$ cat config.mk
export PLATFORM = sky130hd
export DESIGN_NAME = request_queue
export DESIGN_NICKNAME = d
export VERILOG_FILES = /design/src/rtl/request_queue.sv
export SDC_FILE = /design/constraint.sdc
export NUM_CORES = 1
export LEC_CHECK = 0
export ABC_AREA = 0
export BUFFER_PORTS_ARGS = -buffer_cell sky130_fd_sc_hd__buf_4
export CORE_MARGIN = 3
export CORE_UTILIZATION = 53
export CTS_BUF_LIST = sky130_fd_sc_hd__clkbuf_16
export CTS_CLUSTER_SIZE = 20
export DETAILED_ROUTE_END_ITERATION = 10
export HOLD_SLACK_MARGIN = 0.15
export MAX_ROUTING_LAYER = met4
export PLACE_DENSITY = 0.73
export SYNTH_ARGS = -nofsm -noshare
export SYNTH_HDL_FRONTEND = slang
export SYNTH_SLANG_ARGS = --single-unit
$ cat constraint.sdc
create_clock -name clk -period 13.9 [get_ports clk]
set_input_delay 2.085 -clock clk [delete_from_list [all_inputs] [get_ports clk]]
set_output_delay 2.085 -clock clk [all_outputs]
set_load 0.01 [all_outputs]
$ cat src/rtl/request_queue.sv
`default_nettype none
// ============================================================================
//  Module      : request_queue
//  Description : Consumer end of the trace-parser interface. Owns the CPU-time
//                base and buffers time-released requests in a FIFO.
//  Revision    : 1.0  initial release
// ============================================================================
module request_queue #(
   parameter int QUEUE_DEPTH   = 16,
   parameter int ADDRESS_WIDTH = 33,
   parameter int TIME_WIDTH    = 32
) (
   input  logic                         clk,
   input  logic                         rst,
   input  logic                         in_op_ready_s,
   input  logic [1:0]                   in_opcode,
   input  logic [ADDRESS_WIDTH-1:0]     in_address,
   input  logic [TIME_WIDTH-1:0]        in_time_cpu,
   output logic [TIME_WIDTH-1:0]        queue_time,
   output logic                         queue_full,
   output logic                         pending_request,
   input  logic                         deq_ready,
   output logic                         deq_valid,
   output logic [1:0]                   deq_opcode,
   output logic [ADDRESS_WIDTH-1:0]     deq_address,
   output logic [TIME_WIDTH-1:0]        deq_time_in,
   output logic [$clog2(QUEUE_DEPTH):0] occupancy
);

   localparam int               PTR_W   = $clog2(QUEUE_DEPTH);
   localparam int               OCC_W   = PTR_W + 1;
   localparam logic [1:0]       OP_NOP  = 2'd3;
   localparam logic [OCC_W-1:0] C_DEPTH = OCC_W'(QUEUE_DEPTH);

   if (QUEUE_DEPTH < 2 || (QUEUE_DEPTH & (QUEUE_DEPTH - 1)) != 0) begin : g_depth_check
      $fatal(1, "request_queue: QUEUE_DEPTH must be a power of 2 (>= 2)");
   end

   typedef enum logic [0:0] {
      S_IDLE   = 1'b0,
      S_ACTIVE = 1'b1
   } state_t;

   state_t                  state_q, state_d;
   logic [TIME_WIDTH-1:0]   time_q, time_d;
   logic [PTR_W-1:0]        wr_ptr_q, wr_ptr_d;
   logic [PTR_W-1:0]        rd_ptr_q, rd_ptr_d;
   logic [OCC_W-1:0]        occ_q, occ_d;
   logic                    pend_q, pend_d;

   logic [1:0]              op_mem   [QUEUE_DEPTH];
   logic [ADDRESS_WIDTH-1:0] addr_mem [QUEUE_DEPTH];
   logic [TIME_WIDTH-1:0]   time_mem [QUEUE_DEPTH];

   logic                    valid_op;
   logic                    pop;
   logic                    push;
   logic                    skip;
   logic                    full;
   logic [TIME_WIDTH:0]     time_plus1;

   assign full       = (occ_q == C_DEPTH);
   assign valid_op   = in_op_ready_s && (in_opcode != OP_NOP);
   assign pop        = (occ_q != '0) && deq_ready;
   assign push       = valid_op && (time_q >= in_time_cpu) && (!full || pop);
   // Extra bit keeps the skip-ahead compare honest when time_q is all-ones.
   assign time_plus1 = {1'b0, time_q} + {{TIME_WIDTH{1'b0}}, 1'b1};
   assign skip       = (state_q == S_IDLE) && (occ_q == '0) && valid_op &&
                       ({1'b0, in_time_cpu} > time_plus1);

   always_comb begin
      state_d  = state_q;
      time_d   = time_q;
      wr_ptr_d = wr_ptr_q;
      rd_ptr_d = rd_ptr_q;
      occ_d    = occ_q;
      pend_d   = valid_op && !push;

      if (skip) begin
         time_d = in_time_cpu;
      end else if (time_q != '1) begin
         time_d = time_plus1[TIME_WIDTH-1:0];
      end

      if (push) begin
         wr_ptr_d = wr_ptr_q + 1'b1;
      end
      if (pop) begin
         rd_ptr_d = rd_ptr_q + 1'b1;
      end

      case ({push, pop})
         2'b10:   occ_d = occ_q + 1'b1;
         2'b01:   occ_d = occ_q - 1'b1;
         default: occ_d = occ_q;
      endcase

      case (state_q)
         S_IDLE: begin
            if (valid_op) begin
               state_d = S_ACTIVE;
            end
         end
         S_ACTIVE: begin
            if ((occ_d == '0) && !valid_op) begin
               state_d = S_IDLE;
            end
         end
         default: state_d = S_IDLE;
      endcase
   end

   always_ff @(posedge clk or posedge rst) begin
      if (rst) begin
         state_q  <= S_IDLE;
         time_q   <= '0;
         wr_ptr_q <= '0;
         rd_ptr_q <= '0;
         occ_q    <= '0;
         pend_q   <= 1'b0;
      end else begin
         state_q  <= state_d;
         time_q   <= time_d;
         wr_ptr_q <= wr_ptr_d;
         rd_ptr_q <= rd_ptr_d;
         occ_q    <= occ_d;
         pend_q   <= pend_d;
      end
   end

   // Storage is deliberately left out of reset; occupancy gates validity.
   always_ff @(posedge clk) begin
      if (push) begin
         op_mem[wr_ptr_q]   <= in_opcode;
         addr_mem[wr_ptr_q] <= in_address;
         time_mem[wr_ptr_q] <= time_q;
      end
   end

   always_ff @(posedge clk) begin
      if (!rst) begin
         assert (!(push && !pop && full));
         assert (!(pop && !push && (occ_q == '0)));
         assert (occ_q <= C_DEPTH);
      end
   end

   assign queue_time      = time_q;
   assign queue_full      = full;
   assign pending_request = pend_q;
   assign deq_valid       = (occ_q != '0);
   assign deq_opcode      = op_mem[rd_ptr_q];
   assign deq_address     = addr_mem[rd_ptr_q];
   assign deq_time_in     = time_mem[rd_ptr_q];
   assign occupancy       = occ_q;

endmodule
`default_nettype wire

==> results of run 1 <==
==> per-layer routing <==
| metal | wire, um | track usage, % | vias up |
|---|---|---|---|
| li1 | - | - | 8940 |
| met1 | 40000 | 33.0 | 11451 |
| met2 | 48700 | 36.9 | 794 |
| met3 | 7130 | 4.34 | 132 |
| met4 | 1980 | 5.68 | 0 |
| met5 | 0 | - | - |
==> power groups by stage <==
stage | Clock [W] | Combinational [W] | Sequential (W)
final | 0.00279 | 0.00185 | 0.00400
after floorplan | 0 | 0.00139 | 0.00393
after global routing | 0.00298 | 0.00199 | 0.00402
after CTS | 0.00284 | 0.00190 | 0.00400
after detailed placement | 0 | 0.00189 | 0.00407
after global placement | 0 | 0.00187 | 0.00406
==> layout by cell type, fill, tap and decap left out, types with 19 or more instances in the layout <==
| master | netlist | final |
|---|---|---|
| sky130_fd_sc_hd__dfrtp_1 | 47 | 43 |
| sky130_fd_sc_hd__nor2_1 | 23 | 19 |
| sky130_fd_sc_hd__mux2i_1 | 30 | 30 |
| sky130_fd_sc_hd__inv_1 | 47 | 66 |
| sky130_fd_sc_hd__ha_1 | 73 | 73 |
| sky130_fd_sc_hd__buf_4 | 0 | 217 |
| sky130_fd_sc_hd__xnor2_1 | 25 | 25 |
| sky130_fd_sc_hd__clkinv_2 | 0 | 24 |
| sky130_fd_sc_hd__clkinv_1 | 0 | 20 |
| sky130_fd_sc_hd__edfxtp_1 | 1072 | 1072 |
| sky130_fd_sc_hd__a21oi_1 | 26 | 25 |
| sky130_fd_sc_hd__clkbuf_16 | 0 | 107 |
| sky130_fd_sc_hd__a31o_2 | 28 | 28 |
| sky130_fd_sc_hd__nand2_1 | 37 | 37 |
| sky130_fd_sc_hd__mux4_2 | 335 | 335 |
==> logic make-up (layout without fill, tap and decap cells) <==
group | count (synthesis) | after routing | synth area share (%)
flops | 1119 | 1119 | 74.6
xor+xnor | 40 | 40 | 0.784
buf+inv | 142 | 461 | 1.31
compound gates | 106 | 106 | 1.65
fa+ha+maj | 74 | 74 | 2.09
simple gates | 149 | 149 | 1.89
mux | 368 | 368 | 17.6
other cells | 0 | 4 | 0
==> through the flow <==
step | total power (W) | instance area [um^2] | util (%) | hold WS (ps)
2_1_floorplan | 0.00532 | 44700 | - | 511
5_1_grt | 0.00898 | 50800 | 61.4 | 606
6_report | 0.00863 | 50800 | 61.4 | 559
4_1_cts | 0.00874 | 50800 | 61.4 | 565
3_5_place_dp | 0.00597 | 47400 | 57.3 | 552
3_3_place_gp | 0.00593 | 47400 | 57.3 | 539
==> cell type report <==
type | instances | area, um^2
flip-flops and latches | 1119 | 33400
fillers | 5626 | 32000
multi-input cells | 737 | 10900
clock buffers | 107 | 2680
repair buffers | 217 | 1630
well taps | 1070 | 1340
clock inverters | 90 | 718
inverters | 47 | 176
diodes | 4 | 10.0
==> cell usage after synthesis, types with 2 or more instances <==
| cell type | instances | area [um^2] |
|---|---|---|
| sky130_fd_sc_hd__mux2_2 | 3 | 33.8 |
| sky130_fd_sc_hd__a31o_2 | 28 | 245 |
| sky130_fd_sc_hd__dfrtp_1 | 47 | 1180 |
| sky130_fd_sc_hd__buf_6 | 4 | 45.0 |
| sky130_fd_sc_hd__nand2_1 | 37 | 139 |
| sky130_fd_sc_hd__a21oi_1 | 26 | 130 |
| sky130_fd_sc_hd__a21o_1 | 17 | 128 |
| sky130_fd_sc_hd__and4_1 | 6 | 52.6 |
| sky130_fd_sc_hd__a211oi_1 | 4 | 30.0 |
| sky130_fd_sc_hd__o31ai_1 | 2 | 15.0 |
| sky130_fd_sc_hd__a22oi_1 | 2 | 15.0 |
| sky130_fd_sc_hd__and3_1 | 11 | 68.8 |
| sky130_fd_sc_hd__nand3_1 | 15 | 75.1 |
| sky130_fd_sc_hd__nor3_1 | 8 | 40.0 |
| sky130_fd_sc_hd__or3_1 | 3 | 18.8 |
| sky130_fd_sc_hd__nor2_1 | 23 | 86.3 |
| sky130_fd_sc_hd__mux4_2 | 335 | 7540 |
| sky130_fd_sc_hd__buf_2 | 19 | 95.1 |
| sky130_fd_sc_hd__inv_1 | 47 | 176 |
| sky130_fd_sc_hd__clkbuf_1 | 63 | 236 |
| sky130_fd_sc_hd__nor4_1 | 9 | 56.3 |
| sky130_fd_sc_hd__ha_1 | 73 | 913 |
| sky130_fd_sc_hd__buf_1 | 9 | 33.8 |
| sky130_fd_sc_hd__or4_1 | 2 | 15.0 |
| sky130_fd_sc_hd__o21ai_0 | 15 | 75.1 |
| sky130_fd_sc_hd__and2_1 | 5 | 31.3 |
| sky130_fd_sc_hd__xnor2_1 | 25 | 219 |
| sky130_fd_sc_hd__nand4_1 | 16 | 100 |
| sky130_fd_sc_hd__xor2_1 | 15 | 131 |
| sky130_fd_sc_hd__nor4_4 | 2 | 42.5 |
| sky130_fd_sc_hd__edfxtp_1 | 1072 | 32200 |
| sky130_fd_sc_hd__mux2i_1 | 30 | 300 |
==> registers in the layout, summed over array words and instances, names as in the netlist <==
| name | cells |
|---|---|
| queue_time | 32 |
| state_q | 1 |
| op_mem | 32 |
| addr_mem | 528 |
| wr_ptr_q | 4 |
| occupancy | 5 |
| time_mem | 512 |
| rd_ptr_q | 4 |
| pending_request | 1 |
==> worst max-delay path: stages, from the launching register on <==
cell                      delay, ps
sky130_fd_sc_hd__dfrtp_4        940
sky130_fd_sc_hd__buf_4          870
sky130_fd_sc_hd__buf_4          900
sky130_fd_sc_hd__mux4_2         640
sky130_fd_sc_hd__mux4_2         560
sky130_fd_sc_hd__buf_4          180
==> worst paths after layout <==
kind                       slack [ps]  cells after the start         endpoint
min in group asynchronous        1580                      3   queue_time[14]
hold reg to reg                   560                      2          state_q
max in group asynchronous       11780                      3      rd_ptr_q[1]
setup / recovery                 6900                      5  deq_time_in[12]
hold / removal                    560                      2          state_q
setup reg to reg                 8070                     16   queue_time[22]
==> out/results.env, run 1 <==
DIEAREA_UM2=87900
CRITICAL_PATH_REQUIRED_PS=11810
P_LEAK_nW=14.6
VIA_COUNT=21317
FINAL.SETUP.TNS_PS=0
CLOCK_LATENCY_PS=670
ASYNC_FLOP_SHARE_PCT=4.20
POWER_REPORT.INTERNAL_TOTAL_W=0.00630
CAP_VIOL_MAX_COUNT=0
FMAXACHIEVABLE_MHz=143
HOLD_BUFFER_COUNT_AT_CTS=0
GRT_OVERFLOW=0
CRIT_TYPE='register to primary output'
CRIT_START='rd_ptr_q[0]'
VDD.IR_DROP.WORST_mV=0.130
POST_SYNTH.CELL_AREA_AVG_UM2=22.4
SETUP.WORST_PATH.START_CLASS='register'
ROUTED_WIRELENGTH_MM=97.9
SHARE_COMB_OF_TOTAL_POWER_PCT=21.4
SYNTH-WARNING-COUNT=0
GLOBAL_ROUTE_WIRE_LENGTH_BEFORE_REPAIR_MM=147
HOLD_VIOLATIONS=0
GP_ROUTABILITY_CONGESTION=0.872
MAX_SLEW_MARGIN_PCT=19.0
MAXIMUM_NUMBER_OF_PINS_ON_ONE_NET_BEFORE_GLOBAL_ROUTE_REPAIR=73
WORST_MIN_DELAY_PATH_STARTPOINT='state_q'
WORSTPATHMAXFANOUT=52
FIN_CRIT_SH_PCT=50.4
WORST_SETUP_HOLD_PATH_CLK_SLEW_PS=70
YOSYS_MOST_USED_DFF='sky130_fd_sc_hd__edfxtp_1'
TRITONCTS='done'
DR.PASS1.ITERS=5
CP.ARRIVAL_PS=4920
CLK_PATH_BUF_DEPTH=3
RUN_STATUS='finished, final reports clean'
POST_SYNTH_INSTANCE_AREA_UM2=44700
DP_SLACK_PS=7050
FINAL_MAX_SLEW_VIOL_COUNT=0
ROUTE.DETAILED.WL_PER_INST_UM=28.9
CORE.ROWCOUNT=105
FINAL_NET_COUNT=2374
SYNTHESIS.INSTANCES=1998
DRCVIOLATIONCOUNT=0
SETUP-VIOLATIONS-FINAL=0
WORST_SLACK_PS=6900
DESIGN.PORTCOUNT=178
NET-SWITCHING-POWER_W=0.00233
SEQUENTIAL_FRACTION_OF_DESIGN_POWER_PCT=46.3
H-TREE-DEPTH=3
REG2REG_START='queue_time[9]'
PLACEMENT.IO_BUFFERS=177
EFFECTIVE_UTILIZATION_AT_FLOORPLAN_PCT=54.0
SYN2LAYOUT_AREA_GROWTH_PCT=13.6
ANT_NETS=0
POSTSYNTHREGISTERBITS=1119
TIMING.FINAL.CRIT_PERIOD_PS=7000
VIA_PER_INST=6.29
DIE_H_UM=296
PLACEDCELLCOUNT=3190
NUMBER_OF_GLOBAL_ROUTE_VIAS_BEFORE_REPAIR=22548
SYNTH_NETS=2143
POWER.SHARE.SWITCHING_PCT=27.0
CLOCK_SKEW_PS=23.8
PWR_DENSITY_CELL_nW_PER_UM2=170
TIMING.CRITICAL_PATH.TO_TYPE='primary output'
SYNTH_CELL_TYPES=57
SLEW_AT_THE_PIN_CLOSEST_TO_ITS_MAX_SLEW_LIMIT_PS=1210
DRT_ITER0_MARKERS=2106
POSTCTSRESIZEDCELLS=0
GR-USAGE-ALL-LAYERS_PCT=23.6
GRT_SETUP_UNREPAIRED='no'
SYNTH_EDF_COUNT=1072
DP.FINAL_HPWL_MM=52.6
SHARE_CLK_OF_TOTAL_POWER_PCT=32.3
CORE-AREA_UM2=82800
CTS_NUM_SINKS=1119
POST_LAYOUT_NONFILLER_INSTANCES=3391
CTS_BUFFERS=107
HOLDCRITPATHCLASS='register to register'
INITIAL_ANTENNA_VIOLATION_COUNT=2
CTS_ROOT_BUFFER='sky130_fd_sc_hd__clkbuf_16'
SEQUENTIAL_FRACTION_OF_THE_SYNTHESIS_AREA_PCT=74.6
CTS_POST_SETUP_BUFFERS_INSERTED=0
LAYOUT-DRIVE-GT1-SHARE_PCT=33.4
DIE_WIDTH_UM=296
(Power assumes the default switching activity.)
==> inputs of run 2 (changes only) <==
Clock period 13.9 ns to 6.8 ns, I/O delays scaled along.
==> run 2 against run 1 <==
First-iteration DRC count rose by 5.2%; critical path depth grew 11; clock-buffer cell count rose by 4; sequential power increased by 100%; largest power group unchanged; power up 110%; core utilization increased by 0.41 points.
==> out/results.env, run 2 (synthesis results as in run 1) <==
RUN_STATUS='finished, final reports clean'
PLACEMENT.IO_BUFFERS=177  # unchanged
REGMOSTFLOPS='addr_mem'
MULTI_INPUT_AREA_UM2=10900  # +0.23%
HOLD_VIOLATIONS=0  # unchanged
TRITONCTS='done'
FILL_CELL_TOTAL_OF_THE_FINISHED_LAYOUT=5564  # -1.1%
DESIGN.PORTCOUNT=178  # unchanged
FINAL_CELL_MIX='1072 x sky130_fd_sc_hd__edfxtp_1, 335 x sky130_fd_sc_hd__mux4_2, 208 x sky130_fd_sc_hd__buf_4, 111 x sky130_fd_sc_hd__clkbuf_16, 73 x sky130_fd_sc_hd__ha_1'
WORSTPATHMAXFANOUT=23  # -56%
CRIT_START='queue_time[7]'
HOLD_BUFFER_COUNT_AT_CTS=0  # unchanged
REG2REG_START='queue_time[7]'
GRT_OVERFLOW=0  # unchanged
DP.FINAL_HPWL_MM=54.2  # +2.9%
EFFECTIVE_UTILIZATION_AT_FLOORPLAN_PCT=54.0  # unchanged
TIMING.CRITICAL_PATH.TO_TYPE='register'
R2R-END='queue_time[2]'
FF2FF_SETUP_SLACK_PS=1220  # -6850 ps
DRCVIOLATIONCOUNT=0  # unchanged
VIA_COUNT=21569  # +1.2%
FMAXACHIEVABLE_MHz=179
HOLD_WS_PS=572  # +12.9 ps
POWER.SHARE.SWITCHING_PCT=26.8  # -0.18 points
LAYOUT-DRIVE-GT1-SHARE_PCT=33.4  # +0.086 points
DIE_H_UM=296  # unchanged
P_LEAK_nW=14.7  # +0.88%
CTS_POST_SETUP_BUFFERS_INSERTED=0  # unchanged
SEQUENTIAL_CELL_AREA_UM2=33400  # unchanged
SYN2LAYOUT_AREA_GROWTH_PCT=14.4
ROUTED_WIRELENGTH_MM=100  # +2.3%
CAP_VIOL_MAX_COUNT=0  # unchanged
ROUTE.DETAILED.WL_PER_INST_UM=29.4  # +2.0%
HOLDCRITPATHCLASS='register to register'
POSTCTSRESIZEDCELLS=0  # unchanged
INITIAL_ANTENNA_VIOLATION_COUNT=2  # unchanged
DR.PASS1.ITERS=5  # unchanged
GLOBAL_ROUTE_WIRE_LENGTH_BEFORE_REPAIR_MM=149  # +1.6%
NET-SWITCHING-POWER_W=0.00481  # +110%
DIE_WIDTH_UM=296  # unchanged
CTS_BUFFERS=109  # +1.9%
CORE.ROWCOUNT=105  # unchanged
SLEW_AT_THE_PIN_CLOSEST_TO_ITS_MAX_SLEW_LIMIT_PS=1200  # -11.7 ps
CRITICAL_PATH_REQUIRED_PS=7340  # -4470 ps
POWER_W=0.0179  # +110%
TIMING.FINAL.CRIT_PERIOD_PS=5580
VIA_PER_INST=6.35  # +0.97%
SETUP-VIOLATIONS-FINAL=0  # unchanged
LARGEST_REGISTER_FFS=528  # unchanged
DIEAREA_UM2=87900  # unchanged
CP.ARRIVAL_PS=6120  # +1200 ps
CORE-AREA_UM2=82800  # unchanged
MOSTFREQUENTLAYOUTCELL='sky130_fd_sc_hd__edfxtp_1'
GR-USAGE-ALL-LAYERS_PCT=24.1  # +0.54 points
DRT_ITER0_MARKERS=2216  # +5.2%
SHARE_COMB_OF_TOTAL_POWER_PCT=21.7  # +0.3 points
FIN_CRIT_SH_PCT=82.1
MAX_SLEW_MARGIN_PCT=19.1  # +0.13 points
NUMBER_OF_GLOBAL_ROUTE_VIAS_BEFORE_REPAIR=22505  # -0.19%
CLOCK_LATENCY_PS=660  # about the same
WORST_R2R_PATH_DEPTH=16  # unchanged
GRT_SETUP_UNREPAIRED='no'
PWR_DENSITY_CELL_nW_PER_UM2=351  # +110%
VDD.IR_DROP.WORST_mV=0.241  # +84%
POST_LAYOUT_UTILIZATION_OF_THE_CORE_PCT=61.8  # +0.41 points
CLK_PATH_BUF_DEPTH=3  # unchanged
WORST_SETUP_HOLD_PATH_CLK_SLEW_PS=60  # about the same
H-TREE-DEPTH=3  # unchanged
SHARE_CLK_OF_TOTAL_POWER_PCT=32.8  # +0.5 points
WORST_MIN_DELAY_PATH_STARTPOINT='state_q'
HOLD_DEPTH=2  # unchanged
SETUP.WORST_PATH.START_CLASS='register'
POWER_REPORT.INTERNAL_TOTAL_W=0.0131  # +110%
TERMINATING_PIN_OF_THE_WORST_HOLD_PATH='state_q'
SEQUENTIAL_FRACTION_OF_DESIGN_POWER_PCT=45.5  # -0.8 points
LARGESTREGISTERS='addr_mem (528), time_mem (512)'
CTS_NUM_SINKS=1119  # unchanged
CRIT_TYPE='register to register'
FINAL_NET_COUNT=2380  # +0.25%
CTS_ROOT_BUFFER='sky130_fd_sc_hd__clkbuf_16'
CLOCK_SKEW_PS=27.6  # +3.79 ps
ANT_NETS=0  # unchanged
MAXIMUM_NUMBER_OF_PINS_ON_ONE_NET_BEFORE_GLOBAL_ROUTE_REPAIR=66  # -9.6%
FINAL_MAX_SLEW_VIOL_COUNT=0  # unchanged
GP_ROUTABILITY_CONGESTION=0.893  # +2.5%
==> run 2: power by group through the flow <==
stage | combinational (W) | clock [W] | sequential, W
floorplan | 0.00285 | 0 | 0.00804
global placement | 0.00391 | 0 | 0.00829
detailed placement | 0.00396 | 0 | 0.00832
CTS | 0.00398 | 0.00598 | 0.00818
global route | 0.00417 | 0.00625 | 0.00820
finish | 0.00389 | 0.00587 | 0.00816
==> run 2: area by class of cell <==
cell class	instances	share of cell area, %
tap	1070	2.62
clock buffer	111	5.43
timing repair buffer	221	3.56
inverter	47	0.345
multi-input combinational	737	21.3
antenna	2	0.00979
sequential	1119	65.3
clock inverter	91	1.46
==> run 2: worst max-delay path by stage <==
stage                     end  slack, ps  depth (start not counted)
3_5_place_dp    queue_time[2]       1310                         16
3_3_place_gp    queue_time[4]       1550                         16
2_1_floorplan  addr_mem[0][0]      -2670                         10
5_1_grt         queue_time[2]        910                         16
4_1_cts         queue_time[2]       1290                         16
6_report        queue_time[2]       1220                         16
==> run 2: per-layer routing <==
| layer | GRT usage [%] | wire length (um) |
|---|---|---|
| met5 | - | 0 |
| met4 | 5.87 | 2320 |
| met3 | 4.49 | 7590 |
| met2 | 38.2 | 50300 |
| met1 | 33.2 | 39900 |
==> run 2: worst max-delay path, stage by stage, from the launching register on <==
cell,delay (ps)
sky130_fd_sc_hd__dfrtp_1,750
sky130_fd_sc_hd__and4_1,430
sky130_fd_sc_hd__and3_1,270
sky130_fd_sc_hd__nand2_1,180
sky130_fd_sc_hd__nor4_1,650
sky130_fd_sc_hd__nand3_1,190
sky130_fd_sc_hd__xor2_1,210
sky130_fd_sc_hd__ha_1,360
sky130_fd_sc_hd__nand4_1,180
sky130_fd_sc_hd__nor4_2,440
sky130_fd_sc_hd__inv_1,110
sky130_fd_sc_hd__nor2_1,110
sky130_fd_sc_hd__a22oi_1,100
sky130_fd_sc_hd__a21oi_4,650
sky130_fd_sc_hd__buf_4,430
sky130_fd_sc_hd__mux2i_1,150
sky130_fd_sc_hd__a31o_2,230
==> run 2: stage by stage <==
step	std cells	TNS, ps	setup slack (ps)	cell area, um^2
6_report	3398	0	1220	51100
5_1_grt	3398	0	915	51100
4_1_cts	3396	0	1290	51100
3_5_place_dp	3194	0	1310	47600
3_3_place_gp	3194	0	1550	47600
2_1_floorplan	1998	-716500	-2670	44700
